[config.mk]
export PLATFORM = sky130hd
export DESIGN_NAME = seq_multiplier
export DESIGN_NICKNAME = d
export VERILOG_FILES = /design/src/rtl/seq_multiplier.sv
export SDC_FILE = /design/constraint.sdc
export NUM_CORES = 1
export LEC_CHECK = 0
export BUFFER_PORTS_ARGS = -buffer_cell sky130_fd_sc_hd__buf_4
export CORE_ASPECT_RATIO = 1.25
export CORE_MARGIN = 2
export CORE_UTILIZATION = 57
export DETAILED_ROUTE_END_ITERATION = 16
export PLACE_DENSITY = 0.88
export SLEW_MARGIN = 40
export SYNTH_ARGS = -nofsm -noshare
export SYNTH_HDL_FRONTEND = slang
export SYNTH_SLANG_ARGS = --single-unit
[constraint.sdc]
create_clock -name clk -period 3 [get_ports clk]
set_clock_uncertainty 0.05 [all_clocks]
set_input_delay 0.45 -clock clk [delete_from_list [all_inputs] [get_ports clk]]
set_output_delay 0.45 -clock clk [all_outputs]
set_load 0.05 [all_outputs]
[src/rtl/seq_multiplier.sv]
// Multi-cycle shift-and-add multiplier: WIDTH iterations of add/shift, start/done handshake.
// Optional signed support is compiled in when MULT_SIGNED_EN is defined.
module seq_multiplier #(
  parameter int WIDTH = 32
) (
  input  logic               clk,
  input  logic               rst,
  input  logic               Start,
  input  logic [WIDTH-1:0]   A,
  input  logic [WIDTH-1:0]   B,
  input  logic               Sign,
  output logic               Busy,
  output logic               Done,
  output logic [2*WIDTH-1:0] P,
  output logic [1:0]         dbg_state
);

  localparam int CW = $clog2(WIDTH + 1);
  localparam logic [CW-1:0] CNT_INIT = CW'(WIDTH);
  localparam logic [CW-1:0] CNT_ONE  = CW'(1);

  typedef enum logic [1:0] {
    IDLE = 2'd0,
    RUN  = 2'd1,
    DONE = 2'd2
  } state_t;

  state_t state, state_next;

  logic [WIDTH-1:0]   m;
  logic [WIDTH-1:0]   q;
  logic [WIDTH-1:0]   h;
  logic [CW-1:0]      cnt;
  logic               accept;
  logic               last_iter;
  logic [WIDTH:0]     sum;
  logic [WIDTH-1:0]   h_shift;
  logic [WIDTH-1:0]   q_shift;
  logic [2*WIDTH-1:0] product;
  logic [2*WIDTH-1:0] p_final;
  logic [WIDTH-1:0]   a_load;
  logic [WIDTH-1:0]   b_load;

  // Handshake: Start is a request sampled each rising edge; it is accepted only in
  // IDLE or DONE, Busy marks the WIDTH iteration cycles, Done is a one-cycle pulse.
  assign accept    = Start && ((state == IDLE) || (state == DONE));
  assign last_iter = (state == RUN) && (cnt == CNT_ONE);

  // The carry-out of the add lands in the top bit of H as {carry, H, Q} shifts right.
  always_comb begin
    sum = {1'b0, h};
    if (q[0]) sum = {1'b0, h} + {1'b0, m};
    h_shift = sum[WIDTH:1];
    q_shift = {sum[0], q[WIDTH-1:1]};
    product = {h_shift, q_shift};
  end

`ifdef MULT_SIGNED_EN
  logic neg;
  logic neg_load;

  // Magnitudes fit unsigned WIDTH bits, including the most-negative operand.
  always_comb begin
    a_load   = (Sign && A[WIDTH-1]) ? (~A + 1'b1) : A;
    b_load   = (Sign && B[WIDTH-1]) ? (~B + 1'b1) : B;
    neg_load = Sign && (A[WIDTH-1] ^ B[WIDTH-1]);
    p_final  = neg ? (~product + 1'b1) : product;
  end

  always_ff @(posedge clk) begin
    if (rst)         neg <= 1'b0;
    else if (accept) neg <= neg_load;
  end
`else
  logic unused_sign;

  assign unused_sign = Sign;

  always_comb begin
    a_load  = A;
    b_load  = B;
    p_final = product;
  end
`endif

  always_ff @(posedge clk) begin
    if (rst) state <= IDLE;
    else     state <= state_next;
  end

  always_comb begin
    state_next = state;
    case (state)
      IDLE:    if (Start) state_next = RUN;
      RUN:     if (last_iter) state_next = DONE;
      DONE:    state_next = Start ? RUN : IDLE;
      default: state_next = IDLE;
    endcase
  end

  assign Busy      = (state == RUN);
  assign Done      = (state == DONE);
  assign dbg_state = state;

  always_ff @(posedge clk) begin
    if (rst) begin
      m   <= '0;
      q   <= '0;
      h   <= '0;
      cnt <= '0;
      P   <= '0;
    end else if (accept) begin
      m   <= a_load;
      q   <= b_load;
      h   <= '0;
      cnt <= CNT_INIT;
    end else if (state == RUN) begin
      h   <= h_shift;
      q   <= q_shift;
      cnt <= cnt - CNT_ONE;
      // P only moves on the edge entering DONE.
      if (last_iter) P <= p_final;
    end
  end

endmodule

==> results.py, run 1 <==
metrics = {
    "clock_network": {
        "clock-sinks": 168,
        "cts_made_buffers": 17,
        "clk_pin_slew_ns": 0.07,
        "clk_path_buf_depth": 2,
        "clkLatencyLatePin_ns": 0.44,
        "cts_tree": "built",
        "htreeDepth": 4,
        "cts-root-buf": "clkbuf_16",
    },
    "yosys": {
        "synth_top_area_share": 0.418,
        "synth.distinct_cells": 58,
        "synth-main-ff-cell": "dfxtp_1",
        "synthesis.area_um2": 8050,
        "yosysWarnings": 0,
        "syn_nets": 1117,
        "syn_avg_cell_area_um2": 7.94,
        "ys_seq_area_frac": 0.418,
        "synth_top_cell_by_area": "dfxtp_1",
        "synth_edf_count": 0,
        "synth_area_leaders": "dfxtp_1, nand2_1, a21oi_1, nor2_1, ha_1",
        "synthCells": 1014,
        "async_reset_ff_frac": 0,
        "yosys_register_bits": 168,
    },
    "worst_setup_path": {
        "rr_startpoint": "m[0]",
        "critPathRequiredTime_ns": 3.29,
        "r2r-end": "h[25]",
        "worstSetupStartpointType": "flop",
        "r2r_cells": 10,
        "cp.arrival_ns": 3.12,
        "cp-end-kind": "flop",
        "r2r_slack_ns": 0.17,
        "path_max_fanout": 4,
        "setup.worst_path.class": "flop to flop",
    },
    "global_route": {
        "grt_pass1_vias": 7301,
        "met2_usage": 0.490,
        "grt_max_degree": 62,
        "antenna_found_initial": 0,
        "grt-ovfl-total": 0,
        "grtUsageTotal": 0.297,
        "grt_util_met1": 0.374,
        "grt_pass1_wl_um": 35100,
        "top_usage_layer": "met2",
        "grt_use_met3": 0.0867,
    },
    "sta": {
        "fin_setup_tns_ns": 0,
        "finalCritPeriodShare": 0.944,
        "final_hold_viol_count": 0,
        "relSlewSlack": 0.472,
        "setup_viol": 0,
        "worst_pin_slew_ns": 0.790,
        "fmax_mhz": 353,
        "finalCriticalPeriod_ns": 2.83,
        "finalMaxSlewViolations": 0,
        "fin_hold_ws_ns": 0.206,
        "grt_setup_unrepaired": "false",
    },
    "hold_path": {
        "worstHoldPathType": "input pin to flop",
        "min_path_cells": 3,
        "worstHoldEndpoint": "m[26]",
        "min_from": "A[26]",
    },
    "floorplan": {
        "die_area_um2": 15100,
        "start_util": 0.583,
        "coreArea_um2": 13800,
        "row_count": 48,
        "io_pins": 136,
        "die_w_um": 110,
        "die_y_um": 137,
    },
    "job": {
        "maxCapViolCount": 0,
    },
    "power_and_ir_drop": {
        "switchingPower_uw": 1610,
        "sequentialPowerShare": 0.457,
        "vdd_drop_max_uv": 396,
        "p_comb_frac": 0.158,
        "p_int_uw": 3750,
        "power.density_nw_per_um2": 550,
        "pwr-share-clk": 0.384,
        "swShare": 0.300,
        "leakage_uw": 0.00399,
    },
    "final_layout": {
        "layout.nets": 1218,
        "antenna_cells": 0,
        "drive_gt1_frac": 0.184,
        "areaGrowthSynthToFinish_pct": 21.2,
    },
    "outcome": {
        "status": "finished clean",
    },
    "detailed_routing": {
        "wirelength_um": 21800,
        "vias": 7702,
        "dr.pass1.iters": 5,
        "drt_iter0_drc": 560,
        "wire_per_inst_um": 16.7,
        "ant_nets": 0,
        "drc": 0,
        "viasPerCell": 5.92,
    },
    "placement": {
        "gp_congestion": 0.943,
        "dp_hpwl_um": 15300,
        "port_buffers": 134,
    },
}
repair_timing:
item,4_1_cts,5_1_grt
resized for setup,0,6
hold buffers,0,0
setup endpoints to repair,0,9
buffers inserted,0,0
power by group through the flow:
stage,Combinational (uW),Clock (uW),Sequential [uW]
global placement,818,0,2490
floorplan,554,0,2520
detailed placement,840,0,2500
finish,849,2060,2450
global route,937,2160,2460
CTS,844,2070,2450
flip-flops by register name, indices dropped and copies added (netlist names):
name	cells
cnt	6
q	32
h	32
P	64
dbg_state	2
m	32
worst max path at each step:
stage,start,endpoint,slack (ns),cells after the start
6_report,m[0],h[25],0.17,10
5_1_grt,h[0],h[27],0.02,11
2_1_floorplan,m[0],h[27],0.25,10
3_5_place_dp,m[0],h[25],0.09,10
4_1_cts,m[0],h[25],0.06,10
3_3_place_gp,m[0],h[27],0.11,11
cell usage after synthesis (all sizes together), types with 6 or more instances:
cell and n:
a2111oi 7, a211oi 38, a21o 16, a21oi 115, a31oi 8, and3 6
buf 13, clkbuf 59, dfxtp 168, ha 34, inv 12, mux2i 14
nand2 168, nand2b 6, nand3 8, nand4 7, nor2 126, nor3 56
nor4 7, o21ai 37, o22ai 31, xnor2 17, xor2 13
metrics by stage:
step | std cells | cell area, um^2 | total power [uW] | utilization | worst slack, ns
finish | 1302 | 9750 | 5360 | 0.706 | 0.168
global placement | 1271 | 9180 | 3310 | 0.664 | 0.112
global route | 1302 | 9750 | 5560 | 0.706 | 0.0232
CTS | 1302 | 9720 | 5370 | 0.703 | 0.0583
floorplan | 1014 | 8050 | 3070 | - | 0.255
detailed placement | 1271 | 9180 | 3340 | 0.664 | 0.0945
cells in the final DEF, fill, tap and decap left out, types with 3 or more instances in the layout:
cell / count
a21o_1: 16
a31oi_1: 6
a21oi_1: 114
ha_1: 34
xnor2_1: 17
clkinv_4: 4
nand4_1: 7
nand3_1: 8
a311oi_1: 4
or3_1: 3
inv_1: 12
mux2i_1: 14
nor2b_1: 4
nand2b_1: 4
and3_1: 6
nor3_1: 56
o21bai_1: 5
dfxtp_1: 168
a2111oi_2: 5
nor4_1: 6
a211o_1: 3
xor2_1: 13
a211oi_1: 37
o22ai_1: 31
clkinvlp_4: 3
nand2_1: 168
buf_4: 153
o21ai_0: 34
inv_6: 5
clkbuf_16: 17
nor2_1: 125
cell families after synthesis:
group,after synthesis,share of synthesized area
and+or+nand+nor,399,0.212
buffers and inverters,84,0.0397
DFF,168,0.418
adders and majority gates,35,0.0554
xor gates and xnor gates,30,0.0327
muxes,15,0.0188
AOI/OAI and AO/OA,283,0.224
critical path, cell delays in order, from the launching register on:
cell and delay (ns):
dfxtp_1 0.31, ha_1 0.24, fa_2 0.36, a21o_1 0.21, a221oi_2 0.33, o211ai_2 0.16
a31oi_4 0.27, nor4_4 0.10, a21oi_2 0.18, xor2_1 0.14, a2111oi_2 0.37
area by class of cell:
type                    instances  area (um^2)
multi-input cells             762         4410
fillers                      1116         4060
flip-flops and latches        168         3360
repair buffers                154         1170
clock buffers                  18          429
well taps                     175          219
clock inverters                13          113
inverters                      12         45.0
layer usage:
layer,up-vias,part of all wire
met5,-,0
met4,0,0.014
met3,28,0.077
met2,262,0.48
met1,3621,0.43
li1,3791,-
(Power assumes the default switching activity.)
==> run 2: changes to the inputs <==
--- a/config.mk
+++ b/config.mk
@@ -8,9 +8,9 @@
 export BUFFER_PORTS_ARGS = -buffer_cell sky130_fd_sc_hd__buf_4
 export CORE_ASPECT_RATIO = 1.25
 export CORE_MARGIN = 2
-export CORE_UTILIZATION = 57
+export CORE_UTILIZATION = 55
 export DETAILED_ROUTE_END_ITERATION = 16
-export PLACE_DENSITY = 0.88
+export PLACE_DENSITY = 0.85
 export SLEW_MARGIN = 40
 export SYNTH_ARGS = -nofsm -noshare
 export SYNTH_HDL_FRONTEND = slang
==> results.py, run 2 (same netlist as run 1, synthesis figures left out) <==
metrics = {
    "sta": {
        "finalMaxSlewViolations": 0,
        "fin_setup_tns_ns": 0,
        "relSlewSlack": 0.498,
        "setup_viol": 0,
        "setup_ws_ns": 0.0567,
        "finalCritPeriodShare": 0.981,
        "fin_hold_ws_ns": 0.217,
        "grt_setup_unrepaired": "false",
        "worst_pin_slew_ns": 0.753,
        "finalCriticalPeriod_ns": 2.94,
        "fmax_mhz": 340,
        "final_hold_viol_count": 0,
    },
    "power_and_ir_drop": {
        "vdd_drop_max_uv": 517,
        "sequentialPowerShare": 0.438,
        "leakage_uw": 0.00403,
        "pwr-share-clk": 0.409,
        "p_int_uw": 4000,
        "switchingPower_uw": 1590,
        "power.density_nw_per_um2": 570,
        "swShare": 0.284,
        "p_comb_frac": 0.152,
    },
    "clock_network": {
        "clk_path_buf_depth": 2,
        "htreeDepth": 4,
        "clock-sinks": 168,
        "cts_made_buffers": 17,
        "cts-root-buf": "clkbuf_16",
        "clk_pin_slew_ns": 0.07,
        "cts_hold_buf": 0,
        "cts_tree": "built",
        "clkLatencyLatePin_ns": 0.43,
    },
    "final_layout": {
        "antenna_cells": 0,
        "layout.nets": 1218,
        "fill_cells": 1219,
        "largest_reg_flops": 64,
        "areaGrowthSynthToFinish_pct": 22.0,
        "drive_gt1_frac": 0.184,
        "final_cell_count_no_fill": 1306,
        "largest_register": "P",
        "final_cell_mix": "dfxtp_1, nand2_1, buf_4",
    },
    "placement": {
        "pre_cts_slack_ns": 0.100,
        "port_buffers": 134,
        "dp.cells": 1274,
        "dp_hpwl_um": 14900,
        "gp_congestion": 0.948,
    },
    "global_route": {
        "grt_pass1_wl_um": 36100,
        "grt-ovfl-total": 0,
        "grt_max_degree": 85,
        "antenna_found_initial": 0,
        "grt_pass1_vias": 7462,
        "grtUsageTotal": 0.278,
    },
    "detailed_routing": {
        "wirelength_um": 21900,
        "drt_iter0_drc": 536,
        "dr.pass1.iters": 6,
        "wire_per_inst_um": 16.8,
        "drc": 0,
        "viasPerCell": 5.91,
        "vias": 7716,
        "ant_nets": 0,
    },
    "worst_setup_path": {
        "cp.arrival_ns": 3.22,
        "path_max_fanout": 4,
        "setup.worst_path.class": "flop to flop",
        "critPathRequiredTime_ns": 3.27,
        "cp-end-kind": "flop",
        "worstSetupStartpointType": "flop",
    },
    "floorplan": {
        "die_w_um": 112,
        "io_pins": 136,
        "row_count": 49,
        "start_util": 0.561,
        "coreArea_um2": 14300,
        "die_y_um": 139,
        "die_area_um2": 15600,
    },
    "job": {
        "maxCapViolCount": 0,
    },
    "outcome": {
        "status": "finished clean",
    },
    "hold_path": {
        "worstHoldPathType": "input pin to flop",
    },
}
==> run 2: power by group through the flow <==
stage / clock network [uW] / logic [uW] / registers (uW)
final: 2290 / 853 / 2450
after global routing: 2400 / 933 / 2460
after global placement: 0 / 815 / 2490
after detailed placement: 0 / 835 / 2500
after floorplan: 0 / 554 / 2520
after CTS: 2310 / 844 / 2450
==> run 2: worst paths after layout <==
path,startpoint,endpoint,slack [ns],cells past startpoint
max reg2reg,m[0],h[27],0.06,11
min reg2reg,P[24],P[24],0.41,2
min,A[28],m[28],0.22,3
max,m[0],h[27],0.06,11
==> run 2: repair_timing <==
item	4_1_cts	5_1_grt
setup buffers	0	0
resized for setup	0	4
endpoints found under the setup margin	0	8
==> run 2: cell type report <==
class / count / area [um^2] / share of cell area
Multi-Input combinational cell: 762 / 4400 / 0.448
Clock inverter: 15 / 189 / 0.0192
Timing Repair Buffer: 154 / 1170 / 0.119
Inverter: 12 / 45.0 / 0.00459
Tap cell: 178 / 223 / 0.0227
Clock buffer: 17 / 425 / 0.0433
Sequential cell: 168 / 3360 / 0.343
==> run 2: metrics by stage <==
step / utilization / area (um^2) / total power, uW
floorplan: - / 8050 / 3070
global placement: 0.640 / 9180 / 3310
detailed placement: 0.640 / 9180 / 3330
CTS: 0.683 / 9790 / 5600
global route: 0.684 / 9820 / 5800
finish: 0.684 / 9820 / 5590
==> run 2: critical path, stage by stage, from the launching register on <==
cell and delay, ns:
dfxtp_1 0.31, ha_1 0.24, fa_2 0.37, a21o_1 0.23, a22oi_1 0.18, a31oi_1 0.15
o21ai_1 0.16, buf_4 0.16, a211oi_2 0.09, or3_1 0.39, xnor2_1 0.15, a2111oi_2 0.35
==> run 2: layer usage <==
metal,up-vias,share of wire,GRT usage
met5,-,0,0
met3,40,0.075,0.0632
met4,0,0.022,0.105
met1,3615,0.42,0.362
li1,3791,-,-
met2,270,0.48,0.452
